**src/rtl/tau_isa_pkg.sv**
```systemverilog
// tau_isa_pkg: shared opcode and flag encodings for the tau processor
package tau_isa_pkg;
  typedef enum logic [7:0] {
    JMP  = 8'h14, JE   = 8'h15, JNE = 8'h16, JC  = 8'h17, JNC = 8'h18,
    JS   = 8'h19, JNS  = 8'h1A, JO  = 8'h1B, JNO = 8'h1C, JA  = 8'h1D,
    JAE  = 8'h1E, JB   = 8'h1F, JBE = 8'h20, JG  = 8'h21, JGE = 8'h22,
    JL   = 8'h23, JLE  = 8'h24, CALL = 8'h25, RET = 8'h26
  } jump_instruction_enum;
  typedef enum logic [2:0] {
    OVERFLOW = 3'd4, CARRY = 3'd5, SIGN = 3'd6, ZERO = 3'd7
  } flag_name_enum;
endpackage

```
**src/rtl/branch_unit_if.sv**
```systemverilog
// branch_unit_if: decode-side request and resolved fetch-address bundle
interface branch_unit_if #(
  parameter int WORD_SIZE = 16,
  parameter int STACK_DEPTH = 8
);
  localparam int CW = $clog2(STACK_DEPTH + 1);
  logic                 instr_valid;
  logic [WORD_SIZE-1:0] program_counter_address;
  logic [WORD_SIZE-1:0] instruction;
  logic [WORD_SIZE-1:0] peek_jump_address;
  logic [7:0]           flags;
  logic                 stack_clear;
  logic [WORD_SIZE-1:0] new_address;
  logic                 address_valid;
  logic                 taken;
  logic [CW-1:0]        stack_count;
  logic                 stack_overflow;
  logic                 stack_underflow;
  modport master (
    output instr_valid, program_counter_address, instruction, peek_jump_address, flags, stack_clear,
    input  new_address, address_valid, taken, stack_count, stack_overflow, stack_underflow
  );
  modport slave (
    input  instr_valid, program_counter_address, instruction, peek_jump_address, flags, stack_clear,
    output new_address, address_valid, taken, stack_count, stack_overflow, stack_underflow
  );
endinterface

```
**src/rtl/return_address_stack.sv**
```systemverilog
// return_address_stack: LIFO of return addresses with clear priority over push/pop
module return_address_stack #(
  parameter int WORD_SIZE = 16,
  parameter int STACK_DEPTH = 8,
  localparam int CW = $clog2(STACK_DEPTH + 1),
  localparam int IW = STACK_DEPTH > 1 ? $clog2(STACK_DEPTH) : 1
) (
  input  logic                 clk,
  input  logic                 reset,
  input  logic                 push,
  input  logic                 pop,
  input  logic                 clear,
  input  logic [WORD_SIZE-1:0] push_data,
  output logic [WORD_SIZE-1:0] top,
  output logic [CW-1:0]        count,
  output logic                 full,
  output logic                 empty
);
  logic [WORD_SIZE-1:0] mem [STACK_DEPTH];
  logic [CW-1:0] count_m1;
  logic do_push, do_pop;
  assign full     = count == CW'(STACK_DEPTH);
  assign empty    = count == '0;
  assign count_m1 = count - CW'(1);
  assign top      = mem[count_m1[IW-1:0]];
  assign do_push  = push && !full && !clear;
  assign do_pop   = pop && !empty && !clear;
  always_ff @(posedge clk or posedge reset)
    if (reset) count <= '0;
    else if (clear) count <= '0;
    else if (do_push) count <= count + CW'(1);
    else if (do_pop) count <= count_m1;
  // entries beyond count are don't-care, so the array needs no reset
  always_ff @(posedge clk)
    if (do_push) mem[count[IW-1:0]] <= push_data;
endmodule

```
**src/rtl/branch_unit.sv**
```systemverilog
// branch_unit: registered jump/call/return resolution producing the next fetch address
module branch_unit
  import tau_isa_pkg::*;
#(
  parameter int WORD_SIZE = 16,
  parameter int STACK_DEPTH = 8,
  parameter int PC_INCREMENT = 2
) (
  input logic         clk,
  input logic         reset,
  branch_unit_if.slave bus
);
  localparam int CW = $clog2(STACK_DEPTH + 1);
  function automatic logic cond_met(input logic [7:0] op, input logic [7:0] f);
    logic z, s, c, o;
    z = f[ZERO];
    s = f[SIGN];
    c = f[CARRY];
    o = f[OVERFLOW];
    case (op)
      JMP, CALL: cond_met = 1'b1;
      JE:  cond_met = z;
      JNE: cond_met = !z;
      JC:  cond_met = c;
      JNC: cond_met = !c;
      JS:  cond_met = s;
      JNS: cond_met = !s;
      JO:  cond_met = o;
      JNO: cond_met = !o;
      JA:  cond_met = !c && !z;
      JAE: cond_met = !c;
      JB:  cond_met = c;
      JBE: cond_met = c || z;
      JG:  cond_met = !((s ^ o) || z);
      JGE: cond_met = !(s ^ o);
      JL:  cond_met = s ^ o;
      JLE: cond_met = (s ^ o) || z;
      default: cond_met = 1'b0;
    endcase
  endfunction
  logic [7:0] op;
  logic [WORD_SIZE-1:0] seq, top, next_address;
  logic is_call, is_ret, ret_ok, take, full, empty;
  logic unused;
  assign op      = bus.instruction[15:8];
  assign unused  = ^{bus.instruction[7:0], bus.flags[3:0]};
  assign seq     = bus.program_counter_address + WORD_SIZE'(PC_INCREMENT);
  assign is_call = op == CALL;
  assign is_ret  = op == RET;
  assign ret_ok  = is_ret && !empty && !bus.stack_clear;
  assign take    = is_ret ? ret_ok : cond_met(op, bus.flags);
  assign next_address = is_ret ? (ret_ok ? top : seq) : (take ? bus.peek_jump_address : seq);
  return_address_stack #(.WORD_SIZE(WORD_SIZE), .STACK_DEPTH(STACK_DEPTH)) ras (
    .clk(clk),
    .reset(reset),
    .push(bus.instr_valid && is_call),
    .pop(bus.instr_valid && is_ret),
    .clear(bus.stack_clear),
    .push_data(seq),
    .top(top),
    .count(bus.stack_count),
    .full(full),
    .empty(empty)
  );
  always_ff @(posedge clk or posedge reset)
    if (reset) begin
      bus.new_address     <= '0;
      bus.address_valid   <= 1'b0;
      bus.taken           <= 1'b0;
      bus.stack_overflow  <= 1'b0;
      bus.stack_underflow <= 1'b0;
    end else begin
      bus.address_valid <= bus.instr_valid;
      bus.taken         <= bus.instr_valid && take;
      if (bus.instr_valid) bus.new_address <= next_address;
      if (bus.stack_clear) begin
        bus.stack_overflow  <= 1'b0;
        bus.stack_underflow <= 1'b0;
      end else if (bus.instr_valid) begin
        if (is_call && full) bus.stack_overflow <= 1'b1;
        if (is_ret && empty) bus.stack_underflow <= 1'b1;
      end
    end
  logic [CW-1:0] unused_cw;
  assign unused_cw = '0;
endmodule
```
**src/flat_wrapper.sv**
```systemverilog
// flat-port wrapper written by rule: the top's interface ports become plain ports
module branch_unit_flat import tau_isa_pkg::*;
#(
  parameter int WORD_SIZE = 16,
  parameter int STACK_DEPTH = 8,
  parameter int PC_INCREMENT = 2
)
  (clk, reset, bus_instr_valid, bus_program_counter_address, bus_instruction, bus_peek_jump_address, bus_flags, bus_stack_clear, bus_new_address, bus_address_valid, bus_taken, bus_stack_count, bus_stack_overflow, bus_stack_underflow);
  branch_unit_if #(.WORD_SIZE(WORD_SIZE), .STACK_DEPTH(STACK_DEPTH)) bus_i ();
  input logic clk;
  input logic reset;
  input wire logic [$bits(bus_i.instr_valid)-1:0] bus_instr_valid;
  input wire logic [$bits(bus_i.program_counter_address)-1:0] bus_program_counter_address;
  input wire logic [$bits(bus_i.instruction)-1:0] bus_instruction;
  input wire logic [$bits(bus_i.peek_jump_address)-1:0] bus_peek_jump_address;
  input wire logic [$bits(bus_i.flags)-1:0] bus_flags;
  input wire logic [$bits(bus_i.stack_clear)-1:0] bus_stack_clear;
  output wire logic [$bits(bus_i.new_address)-1:0] bus_new_address;
  output wire logic [$bits(bus_i.address_valid)-1:0] bus_address_valid;
  output wire logic [$bits(bus_i.taken)-1:0] bus_taken;
  output wire logic [$bits(bus_i.stack_count)-1:0] bus_stack_count;
  output wire logic [$bits(bus_i.stack_overflow)-1:0] bus_stack_overflow;
  output wire logic [$bits(bus_i.stack_underflow)-1:0] bus_stack_underflow;
  assign bus_i.instr_valid = bus_instr_valid;
  assign bus_i.program_counter_address = bus_program_counter_address;
  assign bus_i.instruction = bus_instruction;
  assign bus_i.peek_jump_address = bus_peek_jump_address;
  assign bus_i.flags = bus_flags;
  assign bus_i.stack_clear = bus_stack_clear;
  assign bus_new_address = bus_i.new_address;
  assign bus_address_valid = bus_i.address_valid;
  assign bus_taken = bus_i.taken;
  assign bus_stack_count = bus_i.stack_count;
  assign bus_stack_overflow = bus_i.stack_overflow;
  assign bus_stack_underflow = bus_i.stack_underflow;
  branch_unit #(.WORD_SIZE(WORD_SIZE), .STACK_DEPTH(STACK_DEPTH), .PC_INCREMENT(PC_INCREMENT)) u_core (.clk(clk), .reset(reset), .bus(bus_i));
endmodule
```
**config.mk**
```make
export PLATFORM = sky130hd
export DESIGN_NAME = branch_unit_flat
export DESIGN_NICKNAME = d
export VERILOG_FILES = /design/src/rtl/tau_isa_pkg.sv /design/src/rtl/branch_unit_if.sv /design/src/rtl/return_address_stack.sv /design/src/rtl/branch_unit.sv /design/src/flat_wrapper.sv
export SDC_FILE = /design/constraint.sdc
export NUM_CORES = 1
export LEC_CHECK = 0
export BUFFER_PORTS_ARGS = -buffer_cell sky130_fd_sc_hd__buf_2
export CAP_MARGIN = 15
export CORE_UTILIZATION = 45
export DETAILED_ROUTE_END_ITERATION = 12
export PLACE_DENSITY_LB_ADDON = 0.2
export SLEW_MARGIN = 20
export SYNTH_ARGS = -nofsm -noshare
export SYNTH_HDL_FRONTEND = slang
export SYNTH_SLANG_ARGS = --single-unit
```
**constraint.sdc**
```tcl
create_clock -name clk -period 3.8 [get_ports clk]
set_clock_uncertainty 0.1 [all_clocks]
set_input_delay 0.57 -clock clk [delete_from_list [all_inputs] [get_ports clk]]
set_output_delay 0.57 -clock clk [all_outputs]
set_load 0.01 [all_outputs]
```
==> impl_metrics.ini, run 1 <==
[outcome]
status = finished, final reports clean

[synthesis]
yosys-top-cells-count = 128 x edfxtp_1, 49 x nand2_1, 32 x mux4_2
synth_area_leaders = edfxtp_1 55%, mux4_2 10%, dfrtp_1 8.5%, nand2_1 2.6%, a21oi_1 1.4%
synth-simple-area-share_pct = 12.9
synth-compound-area-share_pct = 7.69
synth_edf_count = 128
synth-seq-cells = 152
synthXorXnorAreaFrac_pct = 1.87
synth_ff_type = edfxtp_1
synth_async_sr_flop_share_pct = 15.8
ys_types = 61
synth_top_family_by_area = simple AND/OR/NAND/NOR gates
synth_fa_ha_area_share_pct = 0.533
postSynthCellCount = 502
yosysMostFrequentCell = edfxtp_1
synth_top_cell_by_area = edfxtp_1
synth_area_sq_um = 7040
synth_mux_area_share_pct = 10.7
synth-seq-area-share_pct = 63.1
syn_avg_cell_area_sq_um = 14.0
yosysTopAreaCellShare_pct = 54.6
syn-num-nets = 565
yosys_warnings = 0

[floorplan]
coreArea_sq_um = 15300
start_util_pct = 46.2
ios = 84
die-area_sq_um = 16200
dieWidth_microns = 127
die_y_microns = 127
rows = 45

[clocking]
cts_post_setup_buffers_inserted = 0
clk_pin_slew_ns = 0.06
max-clock-path-buffers = 2
cts_resized = 0
cts_made_buffers = 17
cts_sinks = 152
clk_latency_ns = 0.42
root_buffer = clkbuf_16
cts_tree = yes
htreeDepth = 4
hold_buffers = 0

[worst_setup_path]
worst_ep_required_time_ns = 3.79
path_delay_family = simple AND/OR/NAND/NOR gates
r2r_end = u_core.ras.mem[2][9]
critPathSlowestCell = dfrtp_1
cp.depth = 7
critPathCapture = u_core.ras.mem[2][9]
rrSetupSlack_ns = 1.21
regToRegStartpoint = u_core.ras.count[1]
max_stage_delay_ns = 0.44
cp-start-kind = flip-flop
critPathCaptureType = flip-flop
path_class = flip-flop to flip-flop
path_buf_inv = 2
critPathMaxFanout = 16
cp.arrival_ns = 2.58
crit_chain = inv_1, ha_1, nand3b_1, nand4bb_4, or3_1, nor3_2, buf_4
critical_path.startpoint = u_core.ras.count[1]
reg2regPathDepth = 7

[sta]
period_needed_ns = 2.59
slew_headroom_pct = 47.6
slew_viol_final = 0
rsz0062_at_grt = false
finalHoldViolCount = 0
setup_tns_ns = 0
max_freq_mhz = 386
finalCritPeriodShare_pct = 68.2
setup_viol = 0
tightest_slew_ns = 0.780

[placed_design]
place_congestion = 0.794
io_buffers = 71
hpwl_microns = 11200
dpl_cell_area_sq_um = 7680

[cells_and_area]
utilization_pct = 53.9
fin_area_sq_um = 8220
fill_cells = 1289
insertedDiodeCount = 0
area_growth_pct = 16.7
nets = 643
drive_above_1_share_pct = 28.0

[global_route]
grt_pass1_wl_microns = 27800
grt_start_max_net_pins = 40
grt-ovfl-total = 0
grtUsageTotal_pct = 24.2
grt_pass1_vias = 4770
antenna_found_initial = 1

[power_and_ir_drop]
seqPwrFrac_pct = 51.1
power_switching_uw = 855
cell_internal_pwr_uw = 2770
comb_power_share_pct = 5.9
ir_drop_mv = 0.344
powerDensity_nw_per_um2 = 440
p_leak_uw = 0.00291
power_frac_clock_pct = 43.0
power.total_uw = 3620
switching_share_pct = 23.6

[routing]
vias_per_cell = 6.04
first_pass_iters = 5
avgRoutedWirePerCell_microns = 23.1
drc = 0
detail-route-antenna-nets = 0
drt_wl_total_microns = 18600
drtIter0Drc = 348
vias = 4856

[min_path]
min_path_type = input port to asynchronous set/reset pin

[run]
max-cap-violations = 0
## sequential cells by signal, indices dropped and copies added, names as in the netlist
register                    cells
u_core.bus.new_address         16
u_core.bus.stack_underflow      1
u_core.bus.address_valid        1
u_core.ras.mem                128
u_core.ras.count                4
u_core.bus.taken                1
u_core.bus.stack_overflow       1
## cells in the final DEF (no fill, tap or decap), types with 7 or more instances in the layout
master / n
edfxtp_1: 128
buf_2: 71
nand2_1: 49
mux4_2: 32
dfrtp_1: 23
inv_1: 22
nor2_1: 21
a21oi_1: 19
buf_4: 19
nand3_1: 18
clkbuf_16: 17
nor3_1: 14
nor4_1: 11
o21ai_0: 9
xnor2_1: 9
a211oi_1: 7
a31oi_1: 7
or3_1: 7
inv_6: 7
## power groups by stage
stage / Clock (uW) / Sequential, uW / Combinational (uW)
after CTS: 1580 / 1850 / 214
after floorplan: 0 / 1890 / 107
after global routing: 1640 / 1850 / 234
final: 1560 / 1850 / 215
after detailed placement: 0 / 1880 / 213
after global placement: 0 / 1880 / 205
## worst min-delay path by stage
stage / from / end
3_5_place_dp: u_core.bus.stack_overflow / u_core.bus.stack_overflow
4_1_cts: bus_peek_jump_address[11] / u_core.bus.new_address[11]
2_1_floorplan: u_core.bus.stack_underflow / u_core.bus.stack_underflow
5_1_grt: reset / u_core.bus.new_address[4]
6_report: reset / u_core.bus.new_address[2]
3_3_place_gp: u_core.bus.stack_overflow / u_core.bus.stack_overflow
## metal layers
| layer | wire length, microns | track usage [%] | share of wire (%) | vias to the layer above |
|---|---|---|---|---|
| li1 | - | - | - | 2126 |
| met1 | 7820 | 33.2 | 42 | 2430 |
| met2 | 8670 | 38.0 | 47 | 266 |
| met3 | 1730 | 5.53 | 9.3 | 32 |
| met4 | 359 | 9.03 | 1.9 | 2 |
| met5 | 13 | 0 | 0.070 | - |
## through the flow
| step | instances | worst slack [ns] | hold slack, ns |
|---|---|---|---|
| floorplan | 502 | -0.150 | 0.429 |
| global placement | 772 | 0.881 | 0.378 |
| detailed placement | 772 | 0.820 | 0.389 |
| CTS | 804 | 1.21 | 0.306 |
| global route | 804 | 1.04 | 0.151 |
| finish | 804 | 1.21 | 0.128 |
## area by class of cell
cell class | count | area, sq um | share of cell area, %
well taps | 211 | 264 | 3.21
clock inverters | 13 | 109 | 1.32
repair buffers | 90 | 498 | 6.06
clock buffers | 19 | 433 | 5.27
flip-flops and latches | 152 | 4450 | 54.1
inverters | 23 | 86.3 | 1.05
multi-input cells | 296 | 2380 | 29.0
## kinds of logic after synthesis
group | Yosys count
AOI/OAI and AO/OA | 77
xor gates and xnor gates | 15
adders and majority gates | 3
buffers and inverters | 54
DFF | 152
muxes | 35
and+or+nand+nor | 166
Note: power is estimated with default switching activity, not from simulation.
==> inputs of run 2 (changes only) <==
ABC_AREA = 1   (was default)
clock period = 2.1 ns   (was 3.8 ns; I/O delays follow)
==> run 2 against run 1 <==
Total power is 110% higher. Combinational power rose to 5.8 times the previous value. Count of clock-buffer cells in the layout fell by 2. Area after synthesis up 3.2%. Final area rose by 13%. Worst setup slack worse by 1.2 ns. First-iteration DRC count increased by 64%. Routed wire length increased by 9.3%. Cell count up 36%. Via count rose by 23%. Critical endpoint is now u_core.ras.mem[5][0]. Largest cell class unchanged. Highest routed layer is now met4.
==> impl_metrics.ini, run 2 <==
[placed_design]
place_ws_ns = -0.0933
io_buffers = 71
place_congestion = 0.845
hpwl_microns = 13300

[global_route]
grt_pass1_vias = 5669
grt_pass1_wl_microns = 30500
grt_start_max_net_pins = 69
grtUsageTotal_pct = 24.9
antenna_found_initial = 0
grt-ovfl-total = 0

[sta]
tightest_slew_ns = 0.683
period_needed_ns = 2.08
max_freq_mhz = 481
setup_viol = 0
slew_viol_final = 0
slew_headroom_pct = 54.3
setup_tns_ns = 0
finalCritPeriodShare_pct = 99.0
timing.final.ws_setup_ns = 0.0202
finalHoldViolCount = 0
rsz0062_at_grt = true

[routing]
drc = 0
first_pass_iters = 6
drt_wl_total_microns = 20300
vias = 5960
detail-route-antenna-nets = 0
vias_per_cell = 5.44
avgRoutedWirePerCell_microns = 18.6
drtIter0Drc = 571

[synthesis]
postSynthCellCount = 731
yosys-top-cells-count = 143 x nand2_1, 128 x edfxtp_1, 114 x nor2_1
synth_area_leaders = edfxtp_1 53%, dfrtp_1 8.3%, nand2_1 7.4%, o21ai_0 5.9%, nor2_1 5.9%
yosysTopAreaCellShare_pct = 52.9
synth_edf_count = 128
synth_ff_type = edfxtp_1
syn-num-nets = 794
ys_types = 39
synth-seq-cells = 152
synth_async_sr_flop_share_pct = 15.8
synth_top_cell_by_area = edfxtp_1
synth-seq-area-share_pct = 61.2
yosys_warnings = 0
syn_avg_cell_area_sq_um = 9.94
synth_area_sq_um = 7270
yosysMostFrequentCell = nand2_1

[min_path]
hold_depth = 2
min_path_type = input port to flip-flop

[clocking]
clk_latency_ns = 0.42
root_buffer = clkbuf_16
cts_made_buffers = 17
clk_pin_slew_ns = 0.06
max-clock-path-buffers = 2
cts_sinks = 152
htreeDepth = 4
cts_tree = yes

[cells_and_area]
area_growth_pct = 27.3
insertedDiodeCount = 0
drive_above_1_share_pct = 27.0
largest_reg_flops = 128
final_cell_mix = 139 x nand2_1, 128 x edfxtp_1, 111 x nor2_1, 72 x o21ai_0, 71 x buf_2
nets = 929
final_common_cell = nand2_1

[worst_setup_path]
max_stage_delay_ns = 0.40
reg2regPathDepth = 8
path_delay_family = simple AND/OR/NAND/NOR gates
crit_chain = inv_4, ha_4, nand2_4, nor2_4, nor4_4, nand2_2, nor3_4, buf_12
critPathMaxFanout = 16
cp-start-kind = flip-flop
critPathCaptureType = flip-flop
critPathSlowestCell = dfrtp_2
path_class = flip-flop to flip-flop
worst_ep_required_time_ns = 2.13
cp.depth = 8
path_buf_inv = 2
cp.arrival_ns = 2.11

[run]
max-cap-violations = 0

[power_and_ir_drop]
power.total_uw = 7710
ir_drop_mv = 0.605
powerDensity_nw_per_um2 = 833
p_leak_uw = 0.00377

[floorplan]
start_util_pct = 45.9
dieWidth_microns = 129
coreArea_sq_um = 15800
rows = 46
die_y_microns = 129
ios = 84
die-area_sq_um = 16700

[outcome]
status = finished, final reports clean
## run 2: kinds of logic (layout without fill, tap and decap cells)
group                    Yosys count  in the layout  share of synthesized area [%]
buffers and inverters             77            225                           4.67
XOR/XNOR                          13             13                           1.57
adder cells (fa/ha/maj)            3              3                          0.517
AND/OR/NAND/NOR                  332            332                           20.4
flip-flops                       152            152                           61.2
AO/OA/AOI/OAI                    154            154                           11.7
## run 2: report_power, final
group / switching (uW) / leakage (uW) / internal (uW) / total [uW]
combinational: 781 / 0.00203 / 463 / 1240
sequential: 29.6 / 0.00145 / 3330 / 3360
clock: 1230 / 0.000287 / 1870 / 3100
total: 2040 / 0.00377 / 5660 / 7710
## run 2: final timing paths
kind | startpoint | endpoint | slack [ns]
setup / recovery | u_core.ras.count[0] | u_core.ras.mem[5][0] | 0.02
hold / removal | bus_stack_clear | u_core.bus.stack_underflow | 0.03
setup reg to reg | u_core.ras.count[0] | u_core.ras.mem[5][0] | 0.02
hold reg to reg | u_core.bus.new_address[2] | u_core.bus.new_address[2] | 0.38
max in group asynchronous | reset | u_core.ras.count[1] | 1.23
min in group asynchronous | reset | u_core.ras.count[0] | 0.39
## run 2: timing repair
item	in CTS	in global routing
resized for setup	2	33
pin swaps	2	23
cloned	0	3
buffers inserted	0	1
hold buffers	1	0
setup endpoints to repair	102	67
endpoints found under the hold margin	24	0
## run 2: stage by stage
step / util [%] / std cells / hold WS, ns / area, sq um
after floorplan: - / 731 / 0.229 / 7400
after global placement: 53.7 / 1058 / 0.291 / 8490
after detailed placement: 53.7 / 1058 / 0.293 / 8490
after CTS: 57.6 / 1091 / 0.0245 / 9110
after global routing: 58.4 / 1095 / 0.0425 / 9250
final: 58.4 / 1095 / 0.0341 / 9250
## run 2: area by class of cell
type / count / area (sq um)
well taps: 216 / 270
multi-input cells: 502 / 2640
flip-flops and latches: 152 / 4450
fillers: 1333 / 6580
repair buffers: 147 / 1110
inverters: 46 / 184
clock inverters: 15 / 176
clock buffers: 17 / 425
## run 2: routing by layer
metal | part of all wire (%) | wire (microns) | track usage (%)
met1 | 44 | 8910 | 33.0
met3 | 6.5 | 1310 | 4.83
met5 | 0 | 0 | 0
met2 | 49 | 9860 | 41.4
met4 | 1.1 | 232 | 8.10
==> inputs of run 3 (changes only) <==
PLACE_DENSITY = 0.68   (was default)
PLACE_DENSITY_LB_ADDON = default   (was 0.2)
==> run 3 against run 2 <==
The flow now finishes with violations (DRC, setup timing). Non-clock buffer count up 3. Worst setup slack worse by 0.087 ns. Highest routed layer unchanged. Sequential share of layout area about the same. Sequential power about the same. Critical path depth up 3. Utilization about the same. Register-to-register slack worse by 0.09 ns. Critical endpoint is now u_core.ras.mem[4][7]. Combinational power down 5%. Clock power down 8.1%. Via count down 1.6%.
==> impl_metrics.ini, run 3 (synthesized netlist as in run 2, its figures left out) <==
[clocking]
cts_sinks = 152
clk_latency_ns = 0.43
htreeDepth = 4
cts_tree = yes
root_buffer = clkbuf_16
max-clock-path-buffers = 2
clk_pin_slew_ns = 0.06
cts_made_buffers = 17

[worst_setup_path]
critPathMaxFanout = 8
path_class = flip-flop to flip-flop
worst_ep_required_time_ns = 2.14
cp-start-kind = flip-flop
cp.arrival_ns = 2.21
max_stage_delay_ns = 0.40
critPathCaptureType = flip-flop
crit_chain = inv_4, ha_4, nand2_4, nor2_4, nor4_4, buf_4, nand2_2, buf_6, nor3_4, buf_12, clkbuf_16
critPathSlowestCell = dfrtp_2

[global_route]
grt_use_met1_pct = 31.8
grt_pass1_wl_microns = 28700
grt_pass1_vias = 5463
grt_use_met2_pct = 38.4
grt_start_max_net_pins = 69
grtUsageTotal_pct = 23.6
grt-ovfl-total = 0
busiest_layer = met2
antenna_found_initial = 0
grtUsageMet3_pct = 4.09

[sta]
finalHoldViolCount = 0
setup_viol = 16
max_freq_mhz = 461
finalCritPeriodShare_pct = 103
period_needed_ns = 2.17
slew_headroom_pct = 38.4
rsz0062_at_grt = true
holdWs_ns = 0.0459
timing.final.ws_setup_ns = -0.0670
tightest_slew_ns = 0.918
slew_viol_final = 0

[routing]
drtIter0Drc = 375
drc = 2
vias = 5862
detail-route-antenna-nets = 0
first_pass_iters = 8
avgRoutedWirePerCell_microns = 17.4
vias_per_cell = 5.33
drt_wl_total_microns = 19100

[floorplan]
die_y_microns = 129
start_util_pct = 45.9
coreArea_sq_um = 15800
die-area_sq_um = 16700
rows = 46
dieWidth_microns = 129
ios = 84

[power_and_ir_drop]
p_leak_uw = 0.00379
power.total_uw = 7390
ir_drop_mv = 0.648
powerDensity_nw_per_um2 = 799

[placed_design]
hpwl_microns = 12500
io_buffers = 71
place_congestion = 0.858

[outcome]
status = finished, violations left
violations = DRC, setup timing

[cells_and_area]
insertedDiodeCount = 0
final_cell_mix = 139 x nand2_1, 128 x edfxtp_1, 111 x nor2_1, 84 x o21ai_0, 71 x buf_2
utilization_pct = 58.4
nets = 933
largest_reg_flops = 128
drive_above_1_share_pct = 26.4
area_growth_pct = 27.2
final_common_cell = nand2_1

[min_path]
min_path_type = input port to flip-flop

[run]
max-cap-violations = 0
run 3: changes by cell type in the layout (fill, tap and decap cells not counted), moves of 3 or more:
cell / before / now
buf_12: 10 / 13
o21ai_0: 72 / 84
o21ai_1: 16 / 7
o21ai_2: 4 / 1
run 3: path summary, 6_finish.rpt:
kind                                      startpoint                        end  slack, ns  cells after the start
min reg2reg                u_core.bus.new_address[5]  u_core.bus.new_address[5]       0.38                      2
min                                  bus_stack_clear  u_core.bus.stack_overflow       0.05                      2
max in group asynchronous                      reset        u_core.ras.count[0]       1.26                      4
max                              u_core.ras.count[0]       u_core.ras.mem[4][7]      -0.07                     11
max reg2reg                      u_core.ras.count[0]       u_core.ras.mem[4][7]      -0.07                     11
min in group asynchronous                      reset        u_core.ras.count[2]       0.37                      4
run 3: layout make-up:
type / count / area [sq um]
well taps: 216 / 270
flip-flops and latches: 152 / 4450
clock inverters: 14 / 123
inverters: 46 / 180
fillers: 1313 / 6590
clock buffers: 18 / 429
multi-input cells: 503 / 2630
repair buffers: 150 / 1170
run 3: critical path: cells and delay by family (launching register included):
family	cells	cell delay [ns]
adder cells (fa/ha/maj)	1	0.16
buffers and inverters	5	0.69
flip-flops	1	0.40
AND/OR/NAND/NOR	5	0.52
run 3: through the flow:
stage                     setup TNS [ns]  setup slack, ns  cells  cell area [sq um]
final                             -0.818          -0.0670   1099               9240
after global routing               -2.82           -0.136   1099               9240
after CTS                       -0.00302         -0.00223   1090               9080
after detailed placement           -5.71           -0.106   1057               8510
after global placement             -2.20          -0.0721   1057               8510
after floorplan                   -62.57           -0.571    731               7400
run 3: report_power, final:
group          leakage, uW  switching [uW]  internal (uW)  total, uW
combinational      0.00207             741            437       1180
sequential         0.00145            26.8           3330       3360
clock             0.000268            1220           1640       2850
total              0.00379            1990           5400       7390
run 3: timing repair:
action / in CTS / in global routing
resized for setup: 2 / 18
setup endpoints to repair: 100 / 110
setup buffers: 0 / 7
hold buffers: 1 / 0
cloned: 0 / 2
pin swaps: 1 / 4
hold endpoints to repair: 24 / 0
run 3: metal layers:
layer | up-vias | routed length [microns]
met4 | 0 | 419
li1 | 2818 | -
met5 | - | 0
met3 | 33 | 1040
met2 | 200 | 8970
met1 | 2811 | 8670
